[src/rtl/gcd_controller.sv]
// Control FSM for the 4-bit subtractive GCD datapath: it sequences the load, compare,
// subtract and latch strobes, and rejects zero operands and runaway iteration.
module gcd_controller #(
  parameter logic [3:0] MAX_ITER = 4'd15
) (
  input  logic       CLK,
  input  logic       RESET,
  input  logic       start,
  input  logic       ack,
  input  logic [3:0] x_i,
  input  logic [3:0] y_i,
  input  logic       x_neq_y,
  input  logic       x_lt_y,
  output logic       x_sel,
  output logic       x_ld,
  output logic       y_sel,
  output logic       y_ld,
  output logic       d_ld,
  output logic       busy,
  output logic       done,
  output logic       err,
  output logic [3:0] iter_o
);

  typedef enum logic [2:0] {
    S_IDLE, S_LOAD, S_CMP, S_SUBX, S_SUBY, S_LATCH, S_DONE, S_ERR
  } state_t;

  state_t     state_q, state_d;
  logic [3:0] iter_q, iter_d;

  always_ff @(posedge CLK or posedge RESET) begin
    if (RESET) begin
      state_q <= S_IDLE;
      iter_q  <= '0;
    end else begin
      // NOTE: registers take non-blocking updates so every flop samples pre-edge values.
      state_q <= state_d;
      iter_q  <= iter_d;
    end
  end

  always_comb begin
    // NOTE: every output gets a default first, so no path through the case infers a latch.
    state_d = state_q;
    iter_d  = iter_q;
    x_sel   = 1'b0;
    x_ld    = 1'b0;
    y_sel   = 1'b0;
    y_ld    = 1'b0;
    d_ld    = 1'b0;
    busy    = 1'b0;
    done    = 1'b0;
    err     = 1'b0;

    unique case (state_q)
      S_IDLE: begin
        if (start) begin
          iter_d  = '0;
          state_d = (x_i == 4'd0 || y_i == 4'd0) ? S_ERR : S_LOAD;
        end
      end
      S_LOAD: begin
        busy    = 1'b1;
        x_ld    = 1'b1;
        y_ld    = 1'b1;
        state_d = S_CMP;
      end
      S_CMP: begin
        busy = 1'b1;
        // Equality wins over the iteration limit, so a run finishing on its last allowed step succeeds.
        if (!x_neq_y)               state_d = S_LATCH;
        else if (iter_q == MAX_ITER) state_d = S_ERR;
        else if (x_lt_y)            state_d = S_SUBY;
        else                        state_d = S_SUBX;
      end
      S_SUBX: begin
        busy    = 1'b1;
        x_sel   = 1'b1;
        x_ld    = 1'b1;
        iter_d  = iter_q + 4'd1;
        state_d = S_CMP;
      end
      S_SUBY: begin
        busy    = 1'b1;
        y_sel   = 1'b1;
        y_ld    = 1'b1;
        iter_d  = iter_q + 4'd1;
        state_d = S_CMP;
      end
      S_LATCH: begin
        busy    = 1'b1;
        d_ld    = 1'b1;
        state_d = S_DONE;
      end
      S_DONE: begin
        done = 1'b1;
        if (ack) state_d = S_IDLE;
      end
      S_ERR: begin
        done = 1'b1;
        err  = 1'b1;
        if (ack) state_d = S_IDLE;
      end
      default: state_d = S_IDLE;
    endcase
  end

  assign iter_o = iter_q;

endmodule

[config.mk]
export PLATFORM = sky130hd
export DESIGN_NAME = gcd_controller
export DESIGN_NICKNAME = d
export VERILOG_FILES = /design/src/rtl/gcd_controller.sv
export SDC_FILE = /design/constraint.sdc
export NUM_CORES = 1
export LEC_CHECK = 0
export CORE_MARGIN = 5
export CORE_UTILIZATION = 45
export DETAILED_ROUTE_END_ITERATION = 7
export PLACE_DENSITY = 0.93
export SETUP_SLACK_MARGIN = 0.02
export SYNTH_ARGS = -nofsm -noshare
export SYNTH_HDL_FRONTEND = slang
export SYNTH_SLANG_ARGS = --single-unit
[constraint.sdc]
create_clock -name CLK -period 4.3 [get_ports CLK]
set_clock_uncertainty 0.15 [all_clocks]
set_input_delay 1.29 -clock CLK [delete_from_list [all_inputs] [get_ports CLK]]
set_output_delay 1.29 -clock CLK [all_outputs]
set_load 0.03 [all_outputs]
Yosys cells after proc, flatten, opt, wreduce, memory -nomap -nowiden
Cells that the tools add are included.
- register bits after elaboration: 7
- input port bits: 14
- $add $sub $neg: 1
- equal/unequal tests: 10
- multiplexer cells: 17
- reductions and logical operators: 13
- operator list (cell ; count):
    two-way mux 3 bit ; 6
    one-hot mux 3 bit (5 select lines) ; 1
    equality test 3 bit, second input constant ; 4
    logical NOT 4 bit ; 2
    two-way mux 1 bit ; 8
    one-hot mux 4 bit (2 select lines) ; 1
    OR reduction 2 bit ; 4
    equality test 3 x 2 -> 1 bit, second input constant ; 2
    OR reduction 5 bit ; 1
    adder 4 x 1 -> 4 bit, second input constant ; 1
    equality test 4 bit, second input constant ; 1
    two-way mux 4 bit ; 1
    AND reduction 2 bit ; 2
    equality test 3 x 1 -> 1 bit, second input constant ; 1
    logical NOT 3 bit ; 1
    OR reduction 3 bit ; 1
    inequality test 2 x 1 -> 1 bit, second input constant ; 1
    inequality test 2 bit, second input constant ; 1
    nonzero test 2 bit ; 1
    logical OR 1 bit ; 1

Logic depth before layout (Yosys ltp)
Gate-level depths: netlist of run 1.
- word-level depth: 5
- mapped depth: 5

Least setup slack after synthesis of run 1
No wires, ideal clock.
- kind: register to output
- start point: register state_q[1]
- end point: output busy
- arrival time: 1441 ps
- data required time: 2860 ps
- setup slack: 1419 ps
- stages on the path, launching flop included: 5
- path buffers: 2
- cells stage by stage: dfrtp_1 > buf_4 > buf_4 > and2_1 > nor2_1
- word-level cells in the longest chain between the ends: 3
- RTL lines (item ; RTL line ; source):
    start: declaration ; 29 ; state_t state_q, state_d;
    start signal: assignment ; 38 ; state_q <= state_d;
    equality test 3 x 2 -> 1 bit (tied with other cells) ; 56 ; unique case (state_q)
    OR reduction 5 bit (no line) (*) ; -- ;
    two-way mux 1 bit (*) ; 56 ;
    end: declaration ; 19 ; output logic busy,
Every way passes the cells marked *; elsewhere a longest branch is shown, timed or not.

Worst setup path in the final report of run 1
- start point: register state_q[2]
- end point: output y_sel
- word-level cells in the longest chain between the ends: 2
- RTL lines (item ; RTL line ; source):
    equality test 3 bit ; 56 ;
    two-way mux 1 bit ; 56 ;
    end: declaration ; 16 ; output logic y_sel,
Every way passes these cells.

==> run metrics, run 1 <==
CP Class=register to output port; pwr/cell area=845 nW/µm²; Synth Cell Area=around 640 µm²; DR vias=673; drt first pass iters=4; CP endpoint=y_sel; drt via density=5.96; Setup Buffers After CTS=0; clk_lat worst skew=0.26 ns; Hold Path Origin=iter_o[1]; vias in the first global route=623; slowest CP cell=clkdlybuf4s50_1; crit start category=register; gr ovfl total=0; Distinct cells, synth=38; r2r setup slk=between 2 and 3 ns; M3 GR Usage=3.38%; actual slew at the worst max-slew pin=0.763 ns; status=finished, final reports clean; DRC Markers=0; share of layout cells above drive strength 1=10.2%; chip height=47.7 µm; Leak=0.358 nW; # nets final=114; Syn Inst Count=between 70 and 80; initial antenna violation count=0; final instance area=888 µm²; Worst path depth=3; I/O pin count=26; post-CTS resize count=0; share of the synthesized area in the top cell type=27.4%; CTS buffer count=3; worst r2r dst=iter_o[2]; synthesis-to-finish area growth=38.9%; min cycle time layout=between 3 and 4 ns; Ys Warns=0; WL final=1.64 mm; sequential share of the synthesized area=27.4%; Critical Path RT=roughly 2.9 ns; Max-cap violations=0; Max Freq=287 MHz; post-DP HPWL=1.23 mm; Starting Density=48.5%; final setup fails=0; arrival time at the worst endpoint=2.05 ns; clk sinks=7; first-pass GRT wire length=2.62 mm; met1 Usage GRT=19.4%; Detail Route Antenna Nets=0; setup TNS=0 ns; Area after DPL=862 µm²; GRT busiest layer=met2; Syn Nets=89; mean area per synthesized cell=between 8 and 9 µm²; worst reg-to-reg path cell count=3; Slew HR=49.1%; Setup crit end kind=output port; CP max FO=17; RSZ-0062 raised after global routing=false; delay-heaviest family, CP=buffers and inverters; Hold Path Class=register to register; fin crit share=a little over 80%; routed len/inst=14.5 µm; Die X=between 40 and 50 µm; Worst-path clk slew=0.06 ns; worst stage delay on the critical path=0.71 ns; WP buf/inv=2; die area=2270 µm²; worst hold slack=0.417 ns; cts hold-fix bufs=0; maximum clock insertion buffer count=2; Iteration-0 DRC Markers=20; Synth area leader=dfrtp_1; fin. max-slew vios=0; worst-path cell chain=inv_1, nor3_1, clkdlybuf4s50_1; Core Region=1320 µm²; Critical path origin=state_q[2]; H-tree lvl count=1; endpoints failing hold=0; pin count of the biggest net entering global routing=24; Rows=13; synthesized flop and latch total=7; M2 GR Usage=a little over a quarter; Placer Congestion=0.773; total track usage=16.9%; PortBufs=25; TritonCTS clock tree=yes; worst vdd ir=just under 0.0005 V; Reg-to-Reg Start=state_q[1]; diode count=0; CTS root buf=clkbuf_4; synth top area cells=dfrtp_1 27%, buf_6 5.3%, nor3b_1 3.5%
==> per-stage QoR <==
stage	util, %	instances	total power (W)	worst slack (ns)
floorplan	-	74	0.000536	1.42
global placement	65.4	109	0.000669	1.12
detailed placement	65.4	109	0.000686	1.10
CTS	67.4	113	0.000753	0.798
global route	67.4	113	0.000808	0.659
finish	67.4	113	0.000750	0.811
==> worst min-delay path by stage <==
stage	to	slack (ns)	depth (start not counted)
4_1_cts	iter_o[1]	0.42	2
2_1_floorplan	state_q[0]	0.50	4
5_1_grt	iter_o[1]	0.47	2
6_report	iter_o[1]	0.42	2
3_5_place_dp	iter_o[1]	0.41	2
3_3_place_gp	iter_o[3]	0.41	1
==> layout by cell type, fill, tap and decap left out, types with 2 or more instances in the layout <==
cell type	Yosys	layout
nor4_1	3	3
a21oi_1	3	3
nor2_1	5	5
a311oi_1	2	2
nor3b_1	3	3
clkdlybuf4s50_1	0	25
nor3_1	2	2
clkbuf_4	0	3
dfrtp_1	7	7
and2_1	3	3
and3_1	2	2
o21ai_1	2	2
nand2_1	3	3
inv_1	5	5
nand3_1	3	3
o21ai_0	4	4
==> synthesized netlist by cell type <==
master	n
a211o_1	1
a211oi_1	1
a21o_1	1
a21oi_1	3
a21oi_2	1
a221oi_1	1
a221oi_2	1
a2bb2oi_1	1
a311oi_1	2
a311oi_2	1
a31oi_1	1
and2_1	3
and2_4	1
and3_1	2
buf_2	1
buf_4	2
buf_6	3
dfrtp_1	7
ha_1	1
inv_1	5
nand2_1	3
nand3_1	3
nor2_1	5
nor2b_1	1
nor3_1	2
nor3_4	1
nor3b_1	3
nor4_1	3
o211ai_1	1
o211ai_2	1
o21a_1	1
o21ai_0	4
o21ai_1	2
o221ai_1	1
o31a_1	1
or3b_1	1
xnor2_1	1
xor2_1	1
==> worst register-to-register path: cells and delay by family (launching register included) <==
family	cells	cell delay (ns)
compound gates	2	0.47
flops	1	0.84
simple gates	1	0.20
==> cell families (layout without fill, tap and decap cells) <==
group | Yosys count | in the layout | share of synthesized area [%]
AOI/OAI and AO/OA | 25 | 25 | 30.3
xor gates and xnor gates | 2 | 2 | 2.74
adders and majority gates | 1 | 1 | 1.96
buffers and inverters | 11 | 35 | 11.3
DFF | 7 | 7 | 27.4
and+or+nand+nor | 28 | 28 | 26.2
==> layer usage <==
layer | vias up | share of wire (%)
met3 | 9 | 8.1
met5 | - | 0
met4 | 0 | 4.5
met1 | 297 | 40
met2 | 40 | 47
li1 | 327 | -
==> state kept, by name, summed over array words and instances, names as in the netlist <==
signal / count
iter_o: 4
state_q: 3
==> where the power goes <==
part	total [W]	switching (W)	internal, W	leakage (nW)
Sequential	0.000188	0.0000893	0.0000989	0.0854
Clock	0.0000632	0.0000276	0.0000356	0.0150
Combinational	0.000499	0.000269	0.000230	0.257
Total	0.000750	0.000386	0.000364	0.358
==> layout make-up <==
| cell class | instances | area (µm²) |
|---|---|---|
| Fill cell | 112 | 429 |
| Multi-Input combinational cell | 56 | 392 |
| Timing Repair Buffer | 26 | 258 |
| Sequential cell | 7 | 175 |
| Clock buffer | 4 | 26.3 |
| Inverter | 5 | 18.8 |
| Tap cell | 15 | 18.8 |
Note: power is estimated with default switching activity, not from simulation.
==> run 2: changes to the inputs <==
Settings changed: CORE_UTILIZATION 45 to 37, PLACE_DENSITY 0.93 to 0.83.
Clock period 4.3 ns to 3.1 ns, I/O delays scaled along.
==> run metrics, run 2 (same netlist as run 1, synthesis figures left out) <==
status=finished, final reports clean; share of layout cells above drive strength 1=12.0% (+1.8 points); Max-cap violations=0 (unchanged); CTS root buf=clkbuf_4; Die X=51.6 µm (+8.1%); TritonCTS clock tree=yes; arrival time at the worst endpoint=1.88 ns (-0.17 ns); first-pass GRT wire length=2.88 mm (+9.7%); setup TNS=0 ns (unchanged); r2r setup slk=1.48 ns (-1.07 ns); cts hold-fix bufs=0 (unchanged); Worst-path clk slew=0.06 ns (about the same); routed len/inst=15.2 µm (+4.8%); Detail Route Antenna Nets=0 (unchanged); worst vdd ir=0.000587 V (+20%); post-CTS resize count=0 (unchanged); maximum clock insertion buffer count=2 (unchanged); CP endpoint=x_sel; Setup crit end kind=output port; H-tree lvl count=1 (unchanged); PortBufs=25 (unchanged); CP Class=register to output port; pwr/cell area=1140 nW/µm² (+35%); synthesis-to-finish area growth=41.7%; # nets final=116 (+1.8%); clk sinks=7 (unchanged); WL final=1.77 mm (+8.5%); diode count=0 (unchanged); pin count of the biggest net entering global routing=19 (-21%); CTS buffer count=3 (unchanged); clk_lat worst skew=0.26 ns (about the same); Setup Buffers After CTS=0 (unchanged); final setup fails=0 (unchanged); total track usage=14.7% (-2.1 points); die area=2660 µm² (+17%); Starting Density=37.9% (-11 points); actual slew at the worst max-slew pin=0.361 ns (-0.402 ns); vias in the first global route=605 (-2.9%); Leak=0.368 nW (+2.7%); DR vias=685 (+1.8%); Post-Place Setup Slack=0.423 ns (-0.682 ns); crit start category=register; most frequent cells in the layout=25 x clkdlybuf4s50_1, 7 x dfrtp_1, 5 x inv_1, 5 x nor2_1, 4 x o21ai_0; fin crit share=95.5%; min cycle time layout=2.96 ns; Reg-to-Reg Start=state_q[0]; Critical Path RT=2.02 ns (-0.84 ns); Slew HR=75.7% (+27 points); Core Region=1690 µm² (+28%); Critical path origin=state_q[2]; RSZ-0062 raised after global routing=false; worst r2r dst=iter_o[2]; I/O pin count=26 (unchanged); fin. max-slew vios=0 (unchanged); DRC Markers=0 (unchanged); gr ovfl total=0 (unchanged); drt via density=5.85 (-1.7%); Rows=15 (+2); max reg flops=4 (unchanged); drt first pass iters=4 (unchanged); chip height=51.6 µm (+8.1%); Placer Congestion=0.775 (+0.30%); endpoints failing hold=0 (unchanged); Iteration-0 DRC Markers=17 (-15%); worst reg-to-reg path cell count=4 (+1); worst setup margin=0.139 ns (-0.671 ns); CP max FO=10 (-7); initial antenna violation count=0 (unchanged); Max Freq=338 MHz; post-DP HPWL=1.32 mm (+7.2%); Hold Path Class=register to register; most common cell after layout, fill and taps aside=clkdlybuf4s50_1
## run 2: changes by cell type in the layout (fill, tap and decap cells not counted), sizes merged
| cell | change |
|---|---|
| buf | +2 |
## run 2: cell type report
| class | count | area, µm² |
|---|---|---|
| fillers | 159 | 783 |
| clock buffers | 4 | 26.3 |
| multi-input cells | 56 | 392 |
| inverters | 5 | 18.8 |
| flip-flops and latches | 7 | 175 |
| well taps | 17 | 21.3 |
| repair buffers | 28 | 273 |
## run 2: where the power goes
group          internal, W  switching (W)
clock network    0.0000496      0.0000416
logic             0.000323       0.000404
registers         0.000135      0.0000797
## run 2: through the flow
stage | power [W] | instances | utilization [%] | hold WS (ns) | instance area, µm²
2_1_floorplan | 0.000744 | 74 | - | 0.497 | 639
3_3_place_gp | 0.000921 | 113 | 52.1 | 0.409 | 880
3_5_place_dp | 0.000938 | 113 | 52.1 | 0.427 | 880
4_1_cts | 0.00104 | 117 | 53.6 | 0.435 | 906
5_1_grt | 0.00112 | 117 | 53.6 | 0.452 | 906
6_report | 0.00103 | 117 | 53.6 | 0.425 | 906
## run 2: worst min path at each step
stage                     startpoint    endpoint  slack (ns)  cells after the start
final                      iter_o[3]   iter_o[3]        0.43                      1
after global routing       iter_o[3]   iter_o[3]        0.45                      1
after CTS                  iter_o[3]   iter_o[3]        0.43                      1
after detailed placement   iter_o[3]   iter_o[3]        0.43                      1
after global placement     iter_o[3]   iter_o[3]        0.41                      1
after floorplan           state_q[2]  state_q[0]        0.50                      4
## run 2: per-layer routing
| metal | track usage (%) | wire, µm | share of wire, % |
|---|---|---|---|
| met5 | 0 | 0 | 0 |
| met2 | 22.0 | 885 | 50 |
| met3 | 3.72 | 91 | 5.1 |
| met1 | 18.8 | 755 | 43 |
| met4 | 9.17 | 41 | 2.3 |
## run 2: worst max-delay path, stage by stage (launching register included)
cell	delay (ns)
dfrtp_1	0.46
buf_4	0.21
nor2b_1	0.14
and2_1	0.13
clkdlybuf4s50_1	0.67
